[src/rtl/dmem_pkg.sv]
// Shared types and helpers for the data-memory arbiter: owner encoding,
// default widths and byte-address decoding.
package dmem_pkg;

    localparam int DMEM_ADDR_W = 8;
    localparam int WORD_W      = 32;

    localparam logic OWNER_CPU = 1'b0;
    localparam logic OWNER_DMA = 1'b1;

    typedef struct packed {
        logic [29:0] word_idx;
        logic        misaligned;
    } addr_dec_t;

    // Full 30-bit word index; callers keep only the low ADDR_W bits, which
    // makes out-of-range addresses wrap modulo the memory depth.
    function automatic addr_dec_t decode_addr(input logic [31:0] byte_addr);
        addr_dec_t r;
        r.word_idx   = byte_addr[31:2];
        r.misaligned = |byte_addr[1:0];
        return r;
    endfunction

endpackage

[src/rtl/dmem_arb_prio.sv]
// Two-way fixed-priority select (CPU first) with a saturating starvation
// counter that forces one loader grant after STARVE_LIMIT waiting cycles.
module dmem_arb_prio #(
    parameter int STARVE_LIMIT = 4
) (
    input  logic clk,
    input  logic reset,
    input  logic c_req,
    input  logic d_req,
    output logic c_gnt,
    output logic d_gnt
);

    logic [3:0] starve_cnt_q;
    logic [3:0] starve_cnt_d;
    logic       limit_hit;

    assign limit_hit = (starve_cnt_q == 4'(STARVE_LIMIT));

    // Grants are masked while reset is held so the memory sees no strobe.
    always_comb begin
        d_gnt = !reset && d_req && (!c_req || limit_hit);
        c_gnt = !reset && c_req && !d_gnt;
    end

    always_comb begin
        starve_cnt_d = starve_cnt_q;
        if (!d_req || d_gnt) begin
            starve_cnt_d = 4'd0;
        end else if (!limit_hit) begin
            starve_cnt_d = starve_cnt_q + 4'd1;
        end
    end

    always_ff @(posedge clk or posedge reset) begin
        if (reset) begin
            starve_cnt_q <= 4'd0;
        end else begin
            starve_cnt_q <= starve_cnt_d;
        end
    end

endmodule

[src/rtl/dmem_arbiter.sv]
// Shares one single-port word memory between the CPU MEM stage and the
// loader; drives the memory and routes 1-cycle read data to its owner.
module dmem_arbiter
    import dmem_pkg::*;
#(
    parameter int ADDR_W       = DMEM_ADDR_W,
    parameter int STARVE_LIMIT = 4
) (
    input  logic              clk,
    input  logic              reset,
    input  logic              c_req,
    input  logic              c_we,
    input  logic [31:0]       c_addr,
    input  logic [WORD_W-1:0] c_wdata,
    output logic              c_gnt,
    output logic              c_rvalid,
    output logic [WORD_W-1:0] c_rdata,
    output logic              c_err,
    input  logic              d_req,
    input  logic              d_we,
    input  logic [31:0]       d_addr,
    input  logic [WORD_W-1:0] d_wdata,
    output logic              d_gnt,
    output logic              d_rvalid,
    output logic [WORD_W-1:0] d_rdata,
    output logic              d_err,
    output logic              mem_en,
    output logic              mem_we,
    output logic [ADDR_W-1:0] mem_addr,
    output logic [WORD_W-1:0] mem_wdata,
    input  logic [WORD_W-1:0] mem_rdata
);

    logic              any_gnt;
    logic              sel_we;
    logic [31:0]       sel_addr;
    logic [WORD_W-1:0] sel_wdata;
    addr_dec_t         sel_dec;
    logic              unused_addr_bits;

    logic [ADDR_W-1:0] addr_q,      addr_d;
    logic [WORD_W-1:0] wdata_q,     wdata_d;
    logic              rsp_pend_q,  rsp_pend_d;
    logic              rsp_owner_q, rsp_owner_d;
    logic              rsp_err_q,   rsp_err_d;

    dmem_arb_prio #(
        .STARVE_LIMIT(STARVE_LIMIT)
    ) u_prio (
        .clk  (clk),
        .reset(reset),
        .c_req(c_req),
        .d_req(d_req),
        .c_gnt(c_gnt),
        .d_gnt(d_gnt)
    );

    assign any_gnt          = c_gnt | d_gnt;
    assign sel_dec          = decode_addr(sel_addr);
    assign unused_addr_bits = ^sel_dec.word_idx[29:ADDR_W];

    always_comb begin
        sel_we    = d_gnt ? d_we    : c_we;
        sel_addr  = d_gnt ? d_addr  : c_addr;
        sel_wdata = d_gnt ? d_wdata : c_wdata;
    end

    // Address and data follow the winner in the grant cycle and hold otherwise.
    always_comb begin
        mem_en      = any_gnt && !sel_dec.misaligned;
        mem_we      = mem_en && sel_we;
        addr_d      = any_gnt ? sel_dec.word_idx[ADDR_W-1:0] : addr_q;
        wdata_d     = any_gnt ? sel_wdata : wdata_q;
        mem_addr    = addr_d;
        mem_wdata   = wdata_d;
        rsp_pend_d  = any_gnt && (!sel_we || sel_dec.misaligned);
        rsp_err_d   = any_gnt && sel_dec.misaligned;
        rsp_owner_d = any_gnt ? (d_gnt ? OWNER_DMA : OWNER_CPU) : rsp_owner_q;
    end

    always_ff @(posedge clk or posedge reset) begin
        if (reset) begin
            addr_q      <= '0;
            wdata_q     <= '0;
            rsp_pend_q  <= 1'b0;
            rsp_owner_q <= OWNER_CPU;
            rsp_err_q   <= 1'b0;
        end else begin
            addr_q      <= addr_d;
            wdata_q     <= wdata_d;
            rsp_pend_q  <= rsp_pend_d;
            rsp_owner_q <= rsp_owner_d;
            rsp_err_q   <= rsp_err_d;
        end
    end

    // Read data arrives combinationally from the memory in the response cycle.
    always_comb begin
        c_rvalid = rsp_pend_q && (rsp_owner_q == OWNER_CPU);
        d_rvalid = rsp_pend_q && (rsp_owner_q == OWNER_DMA);
        c_err    = c_rvalid && rsp_err_q;
        d_err    = d_rvalid && rsp_err_q;
        c_rdata  = (c_rvalid && !rsp_err_q) ? mem_rdata : '0;
        d_rdata  = (d_rvalid && !rsp_err_q) ? mem_rdata : '0;
    end

endmodule

[config.mk]
export PLATFORM = sky130hd
export DESIGN_NAME = dmem_arbiter
export DESIGN_NICKNAME = d
export VERILOG_FILES = /design/src/rtl/dmem_pkg.sv /design/src/rtl/dmem_arb_prio.sv /design/src/rtl/dmem_arbiter.sv
export SDC_FILE = /design/constraint.sdc
export NUM_CORES = 1
export LEC_CHECK = 0
export BUFFER_PORTS_ARGS = -buffer_cell sky130_fd_sc_hd__buf_2
export CORE_AREA = 2 2 108 110
export DETAILED_ROUTE_END_ITERATION = 16
export DIE_AREA = 0 0 110 112
export GPL_TIMING_DRIVEN = 0
export PLACE_DENSITY = 0.68
export RECOVER_POWER = 100
export SLEW_MARGIN = 20
export SYNTH_ARGS = -nofsm -noshare
export SYNTH_HDL_FRONTEND = slang
export SYNTH_SLANG_ARGS = --single-unit
[constraint.sdc]
create_clock -name clk -period 2.85 [get_ports clk]
set_input_delay 0.1425 -clock clk [delete_from_list [all_inputs] [get_ports clk]]
set_output_delay 0.1425 -clock clk [all_outputs]
set_load 0.01 [all_outputs]
==> metrics.yaml, run 1 <==
placement:
  placed_cells: 679
  dp.final_hpwl_mm: 8.70
  place_ws_ns: 0.437
  gp_congestion: 0.809
  port_buffers: 231
  place_area_um2: 4250
yosys:
  netlist_instances: 305
  synth.net_count: 473
  synth_area_per_cell_um2: 9.57
  ys_types: 32
  synth_seq_area_share_pct: 40.3
  ys_ff_latch: 47
  ys_warn_count: 0
  syn_area_um2: 2920
cts:
  cts_setup_buffers: 0
  cts_tree: "built"
  cts_root_buffer: "clkbuf_16"
  cts_buffer_depth: 2
  cts_hold_buffers: 0
  clock_sinks: 47
  worstSkewPairLatency_ns: 0.28
  ctsResizeCount: 0
  cts_max_level: 2
  numCtsBuffers: 5
  path_clk_slew_ns: 0.07
timing:
  finalCritPeriodShare_pct: 86.3
  max_freq_mhz: 407
  hold_viol_final: 0
  timing.hold.ws_ns: 0.00340
  setup_ws_ns: 0.390
  rsz0062_at_grt: "no"
  drv_slew: 0
  fin_setup_tns_ns: 0
  relSlewSlack_pct: 41.6
  fin_skew_ns: 0.00487
  min_period_ns: 2.46
  worst_pin_slew_ns: 0.876
  setup_violations: 0
power:
  p_leak_nw: 2.07
  ir_drop_mv: 0.260
  p_per_area_nw_per_um2: 469
worst_setup_path:
  timing.reg2reg.worst_path_depth: 8
  r2r-start: "u_prio.starve_cnt_q[0]$_DFFE_PP0P_"
  critPathKind: "register to output port"
  cp.depth: 9
  critPathRequiredTime_ns: 2.71
  cp.arrival_ns: 2.32
  cpPeakStageDelay_ns: 0.40
  path_max_fanout: 10
  cp-end-kind: "output port"
  ff2ff_setup_slack_ns: 0.91
  crit_buf_inv: 4
  crit_chain: "inv_1 > ha_1 > nand3b_1 > a21o_1 > buf_6 > clkbuf_1 > nand3_1 > nand2_1 > clkbuf_1"
  critPathSlowestCell: "dfrtp_1"
  crit_path_frequent_cell: "clkbuf_1"
  rr_endpoint: "addr_q[0]$_DFF_PP0_"
  cp-endpoint: "mem_addr[0]"
  critPathLaunch: "u_prio.starve_cnt_q[0]$_DFFE_PP0P_"
  critPathLaunchType: "register"
  critical_path.top_delay_family: "buffers and inverters"
drt:
  drcViolationCount: 0
  ant_nets: 0
  vias_per_cell: 4.59
  vias: 3155
  dr.pass1.iters: 4
  post_drt_wl_per_cell_um: 15.4
  drt_iter0_markers: 116
  wl_mm: 10.6
die:
  start_util_pct: 26.1
  dieWidth_um: 110
  die_h_um: 112
  core_um2: 11200
  fp-row-count: 39
  dieArea_um2: 12300
  pin_count: 278
global_routing:
  grt_pass1_wl_mm: 15.5
  antenna_found_initial: 1
  grt_max_degree: 51
  overflow: 0
  groute.usage.overall_pct: 16.2
  grt_pass1_vias: 3148
finish:
  drive_gt1_share_pct: 35.0
  final_net_count: 711
  fin_cells: 687
  final_design_area_no_fill_um2: 4170
  synthToLayoutAreaGrowth_pct: 42.7
worst_hold_path:
  hold_path_class: "input pin to async pin"
outcome:
  status: "complete, no violations"
job:
  max-cap-violations: 0
registers in the layout, summed over array words and instances, names as in the netlist:
register and flops:
rsp_owner_q 1, rsp_pend_q 1, addr_q 8, u_prio.starve_cnt_q 4
wdata_q 32, rsp_err_q 1
metrics by stage:
step,total power [mW],util (%)
floorplan,1.15,-
global placement,1.41,38.1
detailed placement,1.43,38.1
CTS,2.05,39.4
global route,2.07,37.3
finish,1.95,37.3
layer usage:
| layer | up-vias | track usage [%] | part of all wire (%) |
|---|---|---|---|
| met5 | - | 0 | 0 |
| met4 | 0 | 4.05 | 1.5 |
| met3 | 13 | 4.10 | 8.6 |
| met2 | 161 | 30.6 | 52 |
| met1 | 1461 | 17.7 | 38 |
| li1 | 1520 | - | - |
report_power, final:
part | internal (mW) | switching (mW) | total [mW]
Sequential | 0.756 | 0.0364 | 0.792
Combinational | 0.235 | 0.319 | 0.554
Clock | 0.348 | 0.258 | 0.606
synth_stat cells, drive strengths merged:
cell type / n / area [um^2]
clkbuf: 7 / 26.3
and2b: 2 / 15.0
a21o: 1 / 7.51
a22oi: 40 / 500
ha: 2 / 25.0
o21ai: 5 / 28.8
o211ai: 1 / 7.51
a21boi: 1 / 7.51
a31oi: 1 / 6.26
buf: 18 / 159
a21oi: 3 / 15.0
nor2: 6 / 22.5
nand2b: 1 / 6.26
dfrtp: 47 / 1180
nor3: 2 / 10.0
nand3b: 1 / 20.0
xnor2: 1 / 8.76
nand3: 44 / 220
a211oi: 1 / 7.51
and3: 2 / 12.5
and3b: 1 / 8.76
nand2: 44 / 165
inv: 5 / 31.3
nor2b: 1 / 6.26
and2: 68 / 425
area by class of cell:
type	instances	area (um^2)
Antenna cell	1	2.50
Buffer	25	184
Sequential cell	47	1180
Clock inverter	1	8.76
Fill cell	1185	7010
Timing Repair Buffer	231	1060
Inverter	5	32.5
Tap cell	143	179
Multi-Input combinational cell	228	1390
Clock buffer	6	139
worst min path at each step:
stage                     startpoint                                 end  slack [ns]  cells after the start
after floorplan                d_req  u_prio.starve_cnt_q[0]$_DFFE_PP0P_        0.27                      1
after global placement    c_wdata[1]                wdata_q[1]$_DFF_PP0_        0.37                      3
after detailed placement  c_wdata[7]                wdata_q[7]$_DFF_PP0_        0.38                      3
after CTS                 c_wdata[7]                wdata_q[7]$_DFF_PP0_        0.08                      3
after global routing           reset                 addr_q[4]$_DFF_PP0_        0.07                      2
final                          reset  u_prio.starve_cnt_q[3]$_DFFE_PP0P_       0.003                      2
kinds of logic after synthesis:
family	synth area share [%]
AND/OR/NAND/NOR	31.2
AO/OA/AOI/OAI	19.9
flip-flops	40.3
buffers and inverters	7.42
adder cells (fa/ha/maj)	0.857
XOR/XNOR	0.300
layout by cell type, fill, tap and decap left out, types with 2 or more instances in the layout:
master	netlist	final
clkbuf_1	7	88
buf_2	9	159
clkbuf_16	0	5
nor3_1	2	2
and2_1	68	37
o21ai_0	3	4
a22oi_2	40	15
nand2_1	44	44
dfrtp_1	47	47
buf_12	4	4
inv_1	3	3
a22oi_1	0	25
and3_1	2	2
buf_6	2	2
and2_0	0	31
buf_1	3	3
nand3_1	44	44
nor2_1	6	6
ha_1	2	2
a21oi_1	3	3
and2b_1	2	2
No activity file was read; power rests on OpenSTA's default activity.
==> inputs of run 2 (changes only) <==
CTS_BUF_LIST = sky130_fd_sc_hd__clkbuf_4 sky130_fd_sc_hd__clkbuf_8   (was default)
==> run 2 against run 1 <==
The flow now finishes with violations (negative hold slack); sequential cell count stayed put; combinational power hardly changed; critical endpoint is now mem_addr[7]; largest power group unchanged; cell count stayed put.
==> metrics.yaml, run 2 (same netlist as run 1, synthesis figures left out) <==
outcome:
  status: "finished with violations"
  failed_checks: "negative hold slack"
worst_setup_path:
  cp.arrival_ns: 2.34
  critPathRequiredTime_ns: 2.71
  critPathLaunchType: "register"
  critPathKind: "register to output port"
  crit_chain: "inv_1 > ha_1 > nand3b_1 > a21o_1 > buf_6 > clkbuf_1 > nand3_1 > nand2_1 > clkbuf_1"
  timing.reg2reg.worst_path_depth: 8
  path_max_fanout: 10
  cp-end-kind: "output port"
  critPathSlowestCell: "dfrtp_1"
  rr_endpoint: "addr_q[0]$_DFF_PP0_"
  cpPeakStageDelay_ns: 0.42
  r2r-start: "u_prio.starve_cnt_q[0]$_DFFE_PP0P_"
  ff2ff_setup_slack_ns: 0.90
  crit_buf_inv: 4
  crit_path_frequent_cell: "clkbuf_1"
  critical_path.top_delay_family: "buffers and inverters"
finish:
  largest_register: "wdata_q"
  largest_reg_flops: 32
  layout_commonest_cell: "buf_2"
  final_net_count: 711
  synthToLayoutAreaGrowth_pct: 40.8
  fin_util_pct: 36.8
  drive_gt1_share_pct: 35.0
  layout_top_registers: "wdata_q x32, addr_q x8, u_prio.starve_cnt_q x4"
  final_cell_mix: "159 x buf_2, 88 x clkbuf_1, 47 x dfrtp_1"
die:
  pin_count: 278
  core_um2: 11200
  start_util_pct: 26.1
  dieArea_um2: 12300
  dieWidth_um: 110
  fp-row-count: 39
  die_h_um: 112
timing:
  timing.hold.ws_ns: -0.0197
  finalCritPeriodShare_pct: 87.2
  fin_setup_tns_ns: 0
  relSlewSlack_pct: 41.6
  drv_slew: 0
  max_freq_mhz: 402
  rsz0062_at_grt: "no"
  min_period_ns: 2.49
  hold_viol_final: 10
  setup_violations: 0
  fin_skew_ns: 0.00937
  worst_pin_slew_ns: 0.877
drt:
  dr.pass1.iters: 4
  vias: 3163
  drcViolationCount: 0
  wl_mm: 10.5
  drt_iter0_markers: 124
  vias_per_cell: 4.60
  ant_nets: 0
  post_drt_wl_per_cell_um: 15.4
placement:
  dp.final_hpwl_mm: 8.70
  gp_congestion: 0.809
  port_buffers: 231
worst_hold_path:
  hold_path_class: "input pin to async pin"
power:
  ir_drop_mv: 0.233
  p_sw_share_pct: 33.4
  combPwrFrac_pct: 31.1
  p_seq_share_pct: 44.5
  p_switching_uw: 594
  p_per_area_nw_per_um2: 433
  p_leak_nw: 2.05
  clockPowerShare_pct: 24.4
  intPower_mw: 1.19
cts:
  cts_max_level: 2
  cts_buffer_depth: 2
  cts_setup_buffers: 0
  path_clk_slew_ns: 0.10
  cts_hold_buffers: 0
  ctsResizeCount: 0
  numCtsBuffers: 5
  cts_root_buffer: "clkbuf_8"
  clock_sinks: 47
  cts_tree: "built"
  worstSkewPairLatency_ns: 0.30
global_routing:
  overflow: 0
  groute.usage.overall_pct: 16.2
  grt_pass1_wl_mm: 15.4
  grt_max_degree: 51
  grt_pass1_vias: 3145
  antenna_found_initial: 1
job:
  max-cap-violations: 0
## run 2: cell type report
class                      count  area [um^2]
fill                        1195         7060
multi-input combinational    228         1390
sequential                    47         1180
timing repair buffer         231         1060
buffer                        25          184
tap                          143          179
clock buffer                   6         82.6
inverter                       5         32.5
clock inverter                 1         8.76
antenna                        1         2.50
## run 2: layer usage
metal | track usage [%] | wire length, um | vias up
li1 | - | - | 1522
met2 | 30.5 | 5450 | 162
met4 | 4.05 | 156 | 0
met5 | 0 | 0 | -
met1 | 17.6 | 4020 | 1466
met3 | 3.92 | 921 | 13
## run 2: power groups by stage
| stage | clock (mW) | sequential (mW) | combinational [mW] |
|---|---|---|---|
| global route | 0.479 | 0.800 | 0.614 |
| floorplan | 0 | 0.802 | 0.346 |
| detailed placement | 0 | 0.814 | 0.617 |
| CTS | 0.452 | 0.800 | 0.620 |
| global placement | 0 | 0.807 | 0.607 |
| finish | 0.434 | 0.791 | 0.554 |
## run 2: worst max-delay path by stage
stage	startpoint	endpoint	slack [ns]	cells past startpoint
4_1_cts	reset	mem_wdata[14]	0.45	7
3_3_place_gp	reset	mem_wdata[29]	0.48	7
3_5_place_dp	reset	mem_wdata[14]	0.44	7
6_report	u_prio.starve_cnt_q[0]$_DFFE_PP0P_	mem_addr[7]	0.36	9
5_1_grt	u_prio.starve_cnt_q[0]$_DFFE_PP0P_	mem_addr[0]	0.14	9
2_1_floorplan	reset	addr_q[1]$_DFF_PP0_	1.08	6
## run 2: stage by stage
step	std cells	cell area [um^2]	hold WS, ns	power, mW	worst slack [ns]
final	687	4110	-0.0197	1.78	0.364
after global routing	686	4110	0.0421	1.89	0.139
after CTS	686	4350	0.0634	1.87	0.450
after detailed placement	679	4250	0.379	1.43	0.437
after global placement	679	4250	0.373	1.41	0.484
after floorplan	305	2920	0.271	1.15	1.08
==> inputs of run 3 (changes only) <==
BUFFER_PORTS_ARGS = -buffer_cell sky130_fd_sc_hd__buf_4   (was -buffer_cell sky130_fd_sc_hd__buf_2)
==> run 3 against run 2 <==
The flow still finishes with violations (negative hold slack); sequential share of layout area is 2.7 points lower; non-clock buffer count unchanged; largest cell class is now non-clock buffers; fmax about the same; critical path type unchanged; design area grew 10%; clock-buffer cell count unchanged; largest power group unchanged; first-iteration DRC count is 15% higher; sequential power barely moved; routed wire length grew 2.4%; register-to-register slack barely moved.
==> metrics.yaml, run 3 (same netlist as run 1, synthesis figures left out) <==
die:
  dieArea_um2: 12300
  start_util_pct: 26.1
  dieWidth_um: 110
  fp-row-count: 39
  pin_count: 278
  core_um2: 11200
  die_h_um: 112
placement:
  port_buffers: 231
  place_ws_ns: 0.448
  gp_congestion: 0.847
  dp.final_hpwl_mm: 8.85
cts:
  cts_setup_buffers: 0
  cts_buffer_depth: 2
  cts_max_level: 2
  cts_root_buffer: "clkbuf_8"
  cts_hold_buffers: 0
  cts_tree: "built"
  worstSkewPairLatency_ns: 0.30
  ctsResizeCount: 0
  path_clk_slew_ns: 0.09
  numCtsBuffers: 5
  clock_sinks: 47
timing:
  hold_viol_final: 11
  worst_pin_slew_ns: 0.883
  fin_skew_ns: 0.00607
  rsz0062_at_grt: "no"
  setup_ws_ns: 0.365
  timing.hold.ws_ns: -0.0159
  finalCritPeriodShare_pct: 87.2
  drv_slew: 0
  max_freq_mhz: 402
  setup_violations: 0
  min_period_ns: 2.49
  relSlewSlack_pct: 41.1
  fin_setup_tns_ns: 0
finish:
  synthToLayoutAreaGrowth_pct: 55.4
  largest_reg_flops: 32
  drive_gt1_share_pct: 37.6
  num-fill-cells: 1211
  layout_top_registers: "wdata_q x32, addr_q x8, u_prio.starve_cnt_q x4"
  fin_util_pct: 40.6
  final_net_count: 711
  layout_commonest_cell: "buf_4"
  largest_register: "wdata_q"
  final_cell_mix: "170 x buf_4, 69 x clkbuf_1, 50 x and2_0"
job:
  max-cap-violations: 0
power:
  p_switching_uw: 596
  p_leak_nw: 2.21
  ir_drop_mv: 0.232
  intPower_mw: 1.24
  combPwrFrac_pct: 33.4
  p_seq_share_pct: 42.8
  p_per_area_nw_per_um2: 406
  p_sw_share_pct: 32.4
  clockPowerShare_pct: 23.8
worst_setup_path:
  critPathSlowestCell: "dfrtp_1"
  critical_path.top_delay_family: "buffers and inverters"
  critPathLaunchType: "register"
  path_max_fanout: 10
  critPathKind: "register to output port"
  crit_path_frequent_cell: "clkbuf_1"
  crit_buf_inv: 4
  cp.arrival_ns: 2.34
  cpPeakStageDelay_ns: 0.41
  crit_chain: "inv_1 > ha_1 > nand3b_1 > a21o_1 > buf_6 > clkbuf_1 > nand3_1 > nand2_1 > clkbuf_1"
  cp-end-kind: "output port"
  critPathRequiredTime_ns: 2.71
drt:
  vias_per_cell: 4.59
  ant_nets: 0
  drt_iter0_markers: 142
  drcViolationCount: 0
  wl_mm: 10.8
  vias: 3156
  post_drt_wl_per_cell_um: 15.7
  dr.pass1.iters: 4
global_routing:
  grt_pass1_vias: 3106
  met1_usage_pct: 18.3
  grt_pass1_wl_mm: 16.0
  antenna_found_initial: 2
  busiest_layer: "met2"
  grt_use_met3_pct: 4.92
  grt_max_degree: 51
  groute.usage.overall_pct: 16.8
  overflow: 0
  grtUsageMet2_pct: 31.0
outcome:
  status: "finished with violations"
  failed_checks: "negative hold slack"
worst_hold_path:
  hold_path_class: "input pin to async pin"
==> run 3: cell count changes in the layout (fill, tap and decap cells not counted), sizes merged <==
cell	change
buf	+19
clkbuf	-19
diode	+1
==> run 3: worst paths after layout <==
kind / slack, ns / to / startpoint / depth (start not counted)
min in group clk: 0.07 / wdata_q[31]$_DFF_PP0_ / c_wdata[31] / 3
worst min register to register: 0.51 / wdata_q[30]$_DFF_PP0_ / wdata_q[30]$_DFF_PP0_ / 2
worst min-delay path: -0.02 / u_prio.starve_cnt_q[3]$_DFFE_PP0P_ / reset / 2
worst max-delay path: 0.36 / mem_addr[0] / u_prio.starve_cnt_q[0]$_DFFE_PP0P_ / 9
max in group asynchronous: 2.32 / wdata_q[23]$_DFF_PP0_ / reset / 2
worst max register to register: 0.90 / addr_q[0]$_DFF_PP0_ / u_prio.starve_cnt_q[0]$_DFFE_PP0P_ / 8
==> run 3: power by group through the flow <==
stage	sequential, mW	clock [mW]	combinational [mW]
finish	0.788	0.439	0.614
global route	0.798	0.493	0.677
CTS	0.798	0.460	0.738
detailed placement	0.812	0	0.735
global placement	0.807	0	0.726
floorplan	0.802	0	0.346
==> run 3: per-layer routing <==
metal | part of all wire (%) | vias up
li1 | - | 1525
met1 | 36 | 1452
met2 | 51 | 165
met3 | 11 | 14
met4 | 2.3 | 0
met5 | 0 | -
==> run 3: layout make-up <==
cell class	count	area, um^2	area share (%)
Timing Repair Buffer	231	1510	33.2
Multi-Input combinational cell	228	1360	30.1
Sequential cell	47	1180	25.9
Buffer	25	184	4.05
Tap cell	143	179	3.94
Clock buffer	6	82.6	1.82
Inverter	5	32.5	0.717
Clock inverter	1	8.76	0.193
Antenna cell	2	5.00	0.110
==> run 3: through the flow <==
stage | total power [mW] | cell area, um^2 | cells | hold WS (ns)
6_report | 1.84 | 4540 | 688 | -0.0159
3_3_place_gp | 1.53 | 4830 | 679 | 0.379
2_1_floorplan | 1.15 | 2920 | 305 | 0.271
5_1_grt | 1.97 | 4530 | 687 | 0.0446
3_5_place_dp | 1.55 | 4830 | 679 | 0.385
4_1_cts | 2.00 | 4920 | 686 | 0.0556
